[config.mk]
export PLATFORM = sky130hd
export DESIGN_NAME = key_mix_seq_flat
export DESIGN_NICKNAME = d
export VERILOG_FILES = /design/src/rtl/key_mix_seq_if.sv /design/src/rtl/key_mix_seq.sv /design/src/flat_wrapper.sv
export SDC_FILE = /design/constraint.sdc
export NUM_CORES = 2
export LEC_CHECK = 0
export ABC_AREA = 0
export BUFFER_PORTS_ARGS = -buffer_cell sky130_fd_sc_hd__buf_2
export CORE_ASPECT_RATIO = 1.2
export CORE_MARGIN = 3
export CORE_UTILIZATION = 30
export CTS_BUF_LIST = sky130_fd_sc_hd__clkbuf_8
export DETAILED_ROUTE_END_ITERATION = 10
export SETUP_SLACK_MARGIN = 0.15
export SLEW_MARGIN = 40
export SYNTH_ARGS = -nofsm -noshare
export SYNTH_HDL_FRONTEND = slang
export SYNTH_SLANG_ARGS = --single-unit
[constraint.sdc]
create_clock -name clk -period 6.55 [get_ports clk]
set_input_delay 0.655 -clock clk [delete_from_list [all_inputs] [get_ports clk]]
set_output_delay 0.655 -clock clk [all_outputs]
set_load 0.05 [all_outputs]
[src/rtl/key_mix_seq_if.sv]
// Bus bundle for the key-mix stage: key-bank write port, session control,
// input beat handshake and registered output handshake toward the S-box stage.
interface key_mix_seq_if #(
  parameter int unsigned W      = 48,
  parameter int unsigned RIDX_W = 4
) ();

  logic              key_wr_en;
  logic [RIDX_W-1:0] key_wr_addr;
  logic [W-1:0]      key_wr_data;
  logic              start;
  logic              decrypt;
  logic              in_valid;
  logic [W-1:0]      in_data;
  logic              in_ready;
  logic              out_valid;
  logic [W-1:0]      out_data;
  logic [RIDX_W-1:0] out_round;
  logic              out_ready;
  logic              busy;
  logic              done;

  // Driver side: key schedule, controller and downstream ready
  modport master (
    output key_wr_en, key_wr_addr, key_wr_data, start, decrypt, in_valid, in_data, out_ready,
    input  in_ready, out_valid, out_data, out_round, busy, done
  );

  // Key-mix stage side
  modport slave (
    input  key_wr_en, key_wr_addr, key_wr_data, start, decrypt, in_valid, in_data, out_ready,
    output in_ready, out_valid, out_data, out_round, busy, done
  );

endinterface

[src/rtl/key_mix_seq.sv]
// Sequential expansion/subkey XOR stage. Holds ROUNDS subkeys and mixes one
// data beat per round, walking the bank forward (encrypt) or backward (decrypt).
module key_mix_seq #(
  parameter int unsigned W      = 48,
  parameter int unsigned ROUNDS = 16,
  parameter int unsigned RIDX_W = 4
) (
  input logic          clk,
  input logic          rst,
  key_mix_seq_if.slave bus
);

  localparam int unsigned CntW = RIDX_W + 1;
  localparam logic [RIDX_W-1:0] LastIdx = RIDX_W'(ROUNDS - 1);
  localparam logic [CntW-1:0]   LastCnt = CntW'(ROUNDS - 1);

  typedef enum logic [1:0] {StIdle, StRun, StDrain} state_e;

  state_e            state_q, state_d;
  logic [W-1:0]      bank_q [ROUNDS];
  logic [W-1:0]      bank_d [ROUNDS];
  logic [RIDX_W-1:0] idx_q, idx_d;
  logic [CntW-1:0]   cnt_q, cnt_d;
  logic              mode_q, mode_d;
  logic              out_valid_q, out_valid_d;
  logic [W-1:0]      out_data_q, out_data_d;
  logic [RIDX_W-1:0] out_round_q, out_round_d;
  logic              done_q, done_d;

  logic              in_ready;
  logic              accept;
  logic [W-1:0]      key_sel;

  // One-deep output register: take a new beat whenever the slot is empty or draining
  always_comb begin
    in_ready = (state_q == StRun) && (!out_valid_q || bus.out_ready);
    accept   = in_ready && bus.in_valid;
  end

  // Subkey read mux; compare-based so the address width need not match the bank depth
  always_comb begin
    key_sel = '0;
    for (int i = 0; i < int'(ROUNDS); i++) begin
      if (idx_q == RIDX_W'(i)) key_sel = bank_q[i];
    end
  end

  // Next-state logic for the session FSM, key bank and output register
  always_comb begin
    state_d     = state_q;
    bank_d      = bank_q;
    idx_d       = idx_q;
    cnt_d       = cnt_q;
    mode_d      = mode_q;
    out_valid_d = out_valid_q;
    out_data_d  = out_data_q;
    out_round_d = out_round_q;
    done_d      = 1'b0;

    case (state_q)
      StIdle: begin
        // Addresses at or beyond ROUNDS match no entry and are dropped
        for (int i = 0; i < int'(ROUNDS); i++) begin
          if (bus.key_wr_en && (bus.key_wr_addr == RIDX_W'(i))) bank_d[i] = bus.key_wr_data;
        end
        if (bus.start) begin
          mode_d  = bus.decrypt;
          idx_d   = bus.decrypt ? LastIdx : '0;
          cnt_d   = '0;
          state_d = StRun;
        end
      end

      StRun: begin
        if (out_valid_q && bus.out_ready) out_valid_d = 1'b0;
        if (accept) begin
          out_data_d  = bus.in_data ^ key_sel;
          out_round_d = idx_q;
          out_valid_d = 1'b1;
          cnt_d       = cnt_q + 1'b1;
          // Index stops on the last round rather than stepping past the bank
          if (cnt_q == LastCnt) begin
            state_d = StDrain;
          end else begin
            idx_d = mode_q ? (idx_q - 1'b1) : (idx_q + 1'b1);
          end
        end
      end

      StDrain: begin
        if (out_valid_q && bus.out_ready) begin
          out_valid_d = 1'b0;
          done_d      = 1'b1;
          state_d     = StIdle;
        end
      end

      default: state_d = StIdle;
    endcase
  end

  // State registers with synchronous reset; reset also wipes the key bank
  always_ff @(posedge clk) begin
    if (rst) begin
      state_q <= StIdle;
      for (int i = 0; i < int'(ROUNDS); i++) bank_q[i] <= '0;
      idx_q       <= '0;
      cnt_q       <= '0;
      mode_q      <= 1'b0;
      out_valid_q <= 1'b0;
      out_data_q  <= '0;
      out_round_q <= '0;
      done_q      <= 1'b0;
    end else begin
      state_q     <= state_d;
      bank_q      <= bank_d;
      idx_q       <= idx_d;
      cnt_q       <= cnt_d;
      mode_q      <= mode_d;
      out_valid_q <= out_valid_d;
      out_data_q  <= out_data_d;
      out_round_q <= out_round_d;
      done_q      <= done_d;
    end
  end

  // Drive interface outputs from registered state
  always_comb begin
    bus.in_ready  = in_ready;
    bus.out_valid = out_valid_q;
    bus.out_data  = out_data_q;
    bus.out_round = out_round_q;
    bus.busy      = (state_q != StIdle);
    bus.done      = done_q;
  end

endmodule

[src/flat_wrapper.sv]
// flat-port wrapper written by rule: the top's interface ports become plain ports
module key_mix_seq_flat 
#(
  parameter int unsigned W      = 48,
  parameter int unsigned ROUNDS = 16,
  parameter int unsigned RIDX_W = 4
)
  (clk, rst, bus_key_wr_en, bus_key_wr_addr, bus_key_wr_data, bus_start, bus_decrypt, bus_in_valid, bus_in_data, bus_out_ready, bus_in_ready, bus_out_valid, bus_out_data, bus_out_round, bus_busy, bus_done);
  key_mix_seq_if #(.W(W), .RIDX_W(RIDX_W)) bus_i ();
  input logic clk;
  input logic rst;
  input wire logic [$bits(bus_i.key_wr_en)-1:0] bus_key_wr_en;
  input wire logic [$bits(bus_i.key_wr_addr)-1:0] bus_key_wr_addr;
  input wire logic [$bits(bus_i.key_wr_data)-1:0] bus_key_wr_data;
  input wire logic [$bits(bus_i.start)-1:0] bus_start;
  input wire logic [$bits(bus_i.decrypt)-1:0] bus_decrypt;
  input wire logic [$bits(bus_i.in_valid)-1:0] bus_in_valid;
  input wire logic [$bits(bus_i.in_data)-1:0] bus_in_data;
  input wire logic [$bits(bus_i.out_ready)-1:0] bus_out_ready;
  output wire logic [$bits(bus_i.in_ready)-1:0] bus_in_ready;
  output wire logic [$bits(bus_i.out_valid)-1:0] bus_out_valid;
  output wire logic [$bits(bus_i.out_data)-1:0] bus_out_data;
  output wire logic [$bits(bus_i.out_round)-1:0] bus_out_round;
  output wire logic [$bits(bus_i.busy)-1:0] bus_busy;
  output wire logic [$bits(bus_i.done)-1:0] bus_done;
  assign bus_i.key_wr_en = bus_key_wr_en;
  assign bus_i.key_wr_addr = bus_key_wr_addr;
  assign bus_i.key_wr_data = bus_key_wr_data;
  assign bus_i.start = bus_start;
  assign bus_i.decrypt = bus_decrypt;
  assign bus_i.in_valid = bus_in_valid;
  assign bus_i.in_data = bus_in_data;
  assign bus_i.out_ready = bus_out_ready;
  assign bus_in_ready = bus_i.in_ready;
  assign bus_out_valid = bus_i.out_valid;
  assign bus_out_data = bus_i.out_data;
  assign bus_out_round = bus_i.out_round;
  assign bus_busy = bus_i.busy;
  assign bus_done = bus_i.done;
  key_mix_seq #(.W(W), .ROUNDS(ROUNDS), .RIDX_W(RIDX_W)) u_core (.clk(clk), .rst(rst), .bus(bus_i));
endmodule
Yosys cells after proc, flatten, opt, wreduce, memory -nomap -nowiden
Index checks and enable logic that the tools add are counted.
{ "totals": {"ff_bits": 834, "word_cells": 150, "out_inout_bits": 56, "inputBits": 107} }
{ "op_classes": {"bitwise_logic": 2, "addsub": 3, "mux": 34, "n_reduce_logical": 49, "eq_ne": 38} }
{ "ops": {"columns": ["op", "n"], "rows": [
  ["$mux 48", 16],
  ["$eq 4x4->1 const B", 16],
  ["$xor 48x48->48", 1],
  ["$reduce_and 2->1", 18],
  ["$eq 4x3->1 const B", 8],
  ["$mux 4", 5],
  ["$logic_and 1x1->1", 19],
  ["$eq 4x2->1 const B", 4],
  ["$mux 5", 2],
  ["$pmux 5 s2", 1],
  ["$eq 4x1->1 const B", 2],
  ["$logic_not 4->1", 2],
  ["$mux 2", 4],
  ["$pmux 4 s2", 1],
  ["$reduce_and 4->1", 2],
  ["$ne 2x2->1 const B", 3],
  ["$pmux 2 s3", 1],
  ["$reduce_bool 2->1", 3],
  ["$add 5x1->5 const B", 1],
  ["$eq 5x4->1 const B", 1],
  ["$add 4x1->4 const B", 1],
  ["$ne 2x1->1 const B", 2],
  ["$sub 4x1->4 const B", 1],
  ["$mux 1", 3],
  ["other kinds (9)", 9]
]} }

Depth between registers and ports, before layout
{ "depth": {"word_depth": 18, "ltp_mapped": 13, "ltp_nobuf": 8} }

Least setup slack after synthesis
OpenSTA, ideal clock, no wires.
{ "synth_path": {"path_type": "reg-to-reg", "startpoint": "register u_core.idx_q[1]", "endpoint": "register u_core.out_data_q[35], in the netlist u_core.bus.out_data[35]", "t_required_ns": 6.433, "path_buffers": 4, "setup_slack_ns": 4.249, "setup_ns": 0.117, "path_stages_with_launch": 13, "t_arrival_ns": 2.184, "synth_period_minus_slack_ns": 2.301, "cell_sequence": "dfxtp_1 -> inv_1 -> ha_1 -> buf_6 -> buf_6 -> buf_6 -> clkbuf_1 -> nand3b_1 -> a221oi_1 -> o221ai_1 -> a32oi_1 -> mux2i_1 -> nand2_1"} }
{ "synth_between": {"elab_chain_len": 18, "elab_cells_between_ends": 33, "cone_classes": "15 x eq/ne; 16 x mux; 1 x bitwise; 1 x reduce/logical"} }
{ "synth_lines": {"columns": ["element", "line", "text"], "rows": [
  ["start: declaration", "key_mix_seq.sv:22", "logic [RIDX_W-1:0] idx_q, idx_d;"],
  ["start signal: assignment", "key_mix_seq.sv:117", "idx_q <= idx_d;"],
  ["$logic_not 4->1", "key_mix_seq.sv:44", "if (idx_q == RIDX_W'(i)) key_sel = bank_q[i];"],
  ["$mux 48 (15 in a row)", "key_mix_seq.sv:44", null],
  ["$mux 48 (*)", "key_mix_seq.sv:44", null],
  ["$xor 48x48->48 (*)", "key_mix_seq.sv:77", "out_data_d = bus.in_data ^ key_sel;"],
  ["end signal: assignment", "key_mix_seq.sv:121", "out_data_q <= out_data_d;"],
  ["end: declaration", "key_mix_seq.sv:26", "logic [W-1:0] out_data_q, out_data_d;"]
]} }
Mark *: on every way between the ends. The rest lies on a longest branch, timed or not.
A chain may end at the register's enable or synchronous reset.

Worst setup path after layout
{ "layout_path": {"startpoint": "register u_core.idx_q[0]", "endpoint": "register u_core.out_data_q[41], in the netlist u_core.bus.out_data[41]"} }
Same word-level chain as after synthesis.

==> results.md <==
* Outcome: completed
* Worst Setup Slack, final at 2.579 ns
* Required time of the critical path at 7.25 ns
* Crit end category: flip-flop
* Core area at 0.1308 mm²
* Clock share of power at 30.3%
* Peak supply drop at 450.8 µV
* Yosys reg bits at 834
* WL met3 at 15,410 µm
* Inserted Clock Buffers at 136
* Layout area overhead at 11.11%
* TritonCTS clock tree: done
* First-pass GRT wire length at 243,100 µm
* Post-Syn Instances at 5,493
* Core Util, Final at 33.76%
* Worst Max-Slew Pin Slew at 0.9575 ns
* Fmax at 0.2518 GHz
* Post-synthesis cell type count at 73
* Total GRT Usage at 23.06%
* Port Buf Inserts at 162
* Largest cells by area after synthesis: dfxtp_1, nand2_1, a21oi_1
* Sequential share of the synthesized area at 42.01%
* Power Total at 0.01488 W
* Largest net degree at the start of global routing at 168
* Syn Area/Cell at 7.235 µm²
* Total Routed Length at 165,300 µm
* Post-synth top area share at 42.01%
* Final-report setup violation count at 0
* Async S/R FF share, synth at 0%
* Worst-path clk slew at 0.06 ns
* CTS Hold Bufs at 0
* Most common cell after layout, fill and taps aside: nand2_1
* CTS resizes at 0
* Hold Path Class: in -> reg
* Row cnt at 145
* Netlist Area Pre-Place at 0.03974 mm²
* Dpl ws at 2.630 ns
* Top Layer Used: met5
* Worst Min Path Start: bus_decrypt
* Critical path startpoint category: flip-flop
* Longest Clk Path Bufs at 3
* Final hold violations at 0
* DR vias at 40,258
* Hold worst-path end: u_core.mode_q$_SDFFE_PP0P_
* Yosys Warn Count at 0
* CP Max Fanout at 111
* Kind of critical path: reg -> reg
* R2R Setup Slk at 2.58 ns
* Die area at 0.1369 mm²
* Switch share at 39.47%
* Worst EP arrival at 4.67 ns
* Commonest cells after routing, fill and taps aside: nand2_1, a21oi_1, dfxtp_1
* CTS Sinks at 834
* Met1 WL at 67,440 µm
* FF-to-FF Start: u_core.idx_q[0]$_SDFFE_PP0P_
* DIE WIDTH at 338.3 µm
* Metal2 WL at 75,320 µm
* Share of layout cells above drive strength 1 at 9.296%
* Antenna Nets Post-Route at 0
* Starting Density at 30.38%
* Total of max-cap violations at 0
* Worst-Skew Late Latency at 0.84 ns
* WHS Path Cells at 3
* Final max-slew violation count at 0
* Die height at 404.7 µm
* Power per cell area at 337.0 mW/mm²
* Vias in the first global route at 37,565
* Mapped Nets at 5,610
* Final min period at 3.971 ns
* DRC at 0
* Placed cell areas at 0.04141 mm²
* Initial antenna violation count at 30
* # IOs at 163
* Rel. slew slack at 36.17%
* Combinational power share at 33.2%
* Average wire per standard cell at 23.10 µm
* FF-to-FF path depth at 10
* Post-synth EDFFs at 0
* Fin Clk Skew at 0.03068 ns
* DRT iter0 DRCs at 4,746
* RSZ-0062 raised after global routing: no
* R2r endpoint: u_core.bus.out_data[41]$_SDFFE_PP0P_
* Period Utilization, post-route at 60.63%
* Pre-Repair DR Iteration Count at 8
* Finished Cell Area at 0.04416 mm²
* Leakage power at 14.01 nW
* Grt ovf at 0
* Sw power at 0.005874 W
* Setup TNS at 0 ns
* Reg power frac at 36.5%
* CTS Root Cell: clkbuf_8
* Post-detail-place hpwl at 89,850 µm
* Primary FF master, synth: dfxtp_1
* Internal power at 0.009007 W
* NumNets Final at 5,395
* H-tree levels at 4
* Area leader, netlist: dfxtp_1
* Post-CTS Setup Inserts at 0
* Final Wtd Congestion at 0.8360
* Post-DR vias/cell at 5.627
layer usage:
metal  vias up  track usage (%)
li1      18330                -
met1     19437            29.61
met2      2056            36.97
met3       423            4.736
met4        12            11.07
met5         -                0
worst max-delay path: stages (launching register included):
cell and delay, ns:
dfxtp_1 0.39, inv_1 0.28, ha_4 0.72, buf_12 0.58
and3_2 0.62, buf_4 0.44, a22o_1 0.19, nor4_1 0.04
o21ai_1 0.16, mux2i_1 0.22, nand2_1 0.07
cell families (layout without fill, tap and decap cells):
logic type | after synthesis | after routing | share of synthesized area [%]
simple gates | 2378 | 2378 | 26.96
compound gates | 1567 | 1567 | 22.79
flops | 834 | 834 | 42.01
buf+inv | 656 | 531 | 6.690
mux | 46 | 46 | 1.168
fa+ha+maj | 10 | 10 | 0.3148
xor+xnor | 2 | 2 | 0.06298
other cells | 0 | 23 | 0
cell usage after synthesis, types with 24 or more instances:
master,instances
nor4bb_1,32
dfxtp_1,834
nand3b_1,93
a22o_1,32
nand2b_1,59
a32oi_1,42
o22a_1,36
o21ai_0,129
o221ai_1,47
clkbuf_1,457
o21ai_1,34
nand3_1,27
a31oi_1,24
nor2_1,85
and3_1,34
a21oi_1,1047
mux2i_1,43
nor4_1,64
buf_2,102
inv_1,61
nor3_1,37
nor2b_1,86
nand4b_1,64
nand2_1,1741
a311oi_1,66
stage by stage:
step                      hold WS (ns)  cells
after floorplan                 0.4312   5493
after detailed placement        0.4412   6900
after global routing            0.1121   7141
after global placement          0.4365   6897
final                           0.1138   7155
after CTS                      0.04535   7128
registers in the layout (all words and copies together) (netlist names):
register / flops
u_core.bus.out_valid: 1
u_core.idx_q: 4
u_core.bus.out_round: 4
u_core.bus.out_data: 48
u_core.mode_q: 1
u_core.state_q: 2
u_core.bank_q: 768
u_core.bus.done: 1
u_core.cnt_q: 5
worst max path at each step:
| stage | from | end | slack, ns | cells after the start |
|---|---|---|---|---|
| floorplan | u_core.idx_q[1]$_SDFFE_PP0P_ | u_core.bus.out_data[35]$_SDFFE_PP0P_ | 4.25 | 12 |
| global placement | u_core.idx_q[0]$_SDFFE_PP0P_ | u_core.bus.out_data[21]$_SDFFE_PP0P_ | 2.78 | 10 |
| detailed placement | u_core.idx_q[0]$_SDFFE_PP0P_ | u_core.bus.out_data[21]$_SDFFE_PP0P_ | 2.63 | 10 |
| CTS | u_core.idx_q[0]$_SDFFE_PP0P_ | u_core.bus.out_data[41]$_SDFFE_PP0P_ | 2.61 | 10 |
| global route | u_core.idx_q[0]$_SDFFE_PP0P_ | u_core.bus.out_data[32]$_SDFFE_PP0P_ | 2.49 | 10 |
| finish | u_core.idx_q[0]$_SDFFE_PP0P_ | u_core.bus.out_data[41]$_SDFFE_PP0P_ | 2.58 | 10 |
power groups by stage:
stage	Clock (W)	Combinational, W	Sequential, W
2_1_floorplan	0	0.00310	0.00567
3_3_place_gp	0	0.00469	0.00560
3_5_place_dp	0	0.00472	0.00561
4_1_cts	0.00457	0.00474	0.00550
5_1_grt	0.00479	0.00520	0.00544
6_report	0.00452	0.00494	0.00543
layout make-up:
type,count,area [µm²]
antenna,23,57.56
clock buffer,164,2257
clock inverter,64,356.6
fill,13924,86650
inverter,63,239.0
multi-input combinational,4003,20710
sequential,834,16700
tap,1764,2207
timing repair buffer,240,1628
(Power assumes the default switching activity.)
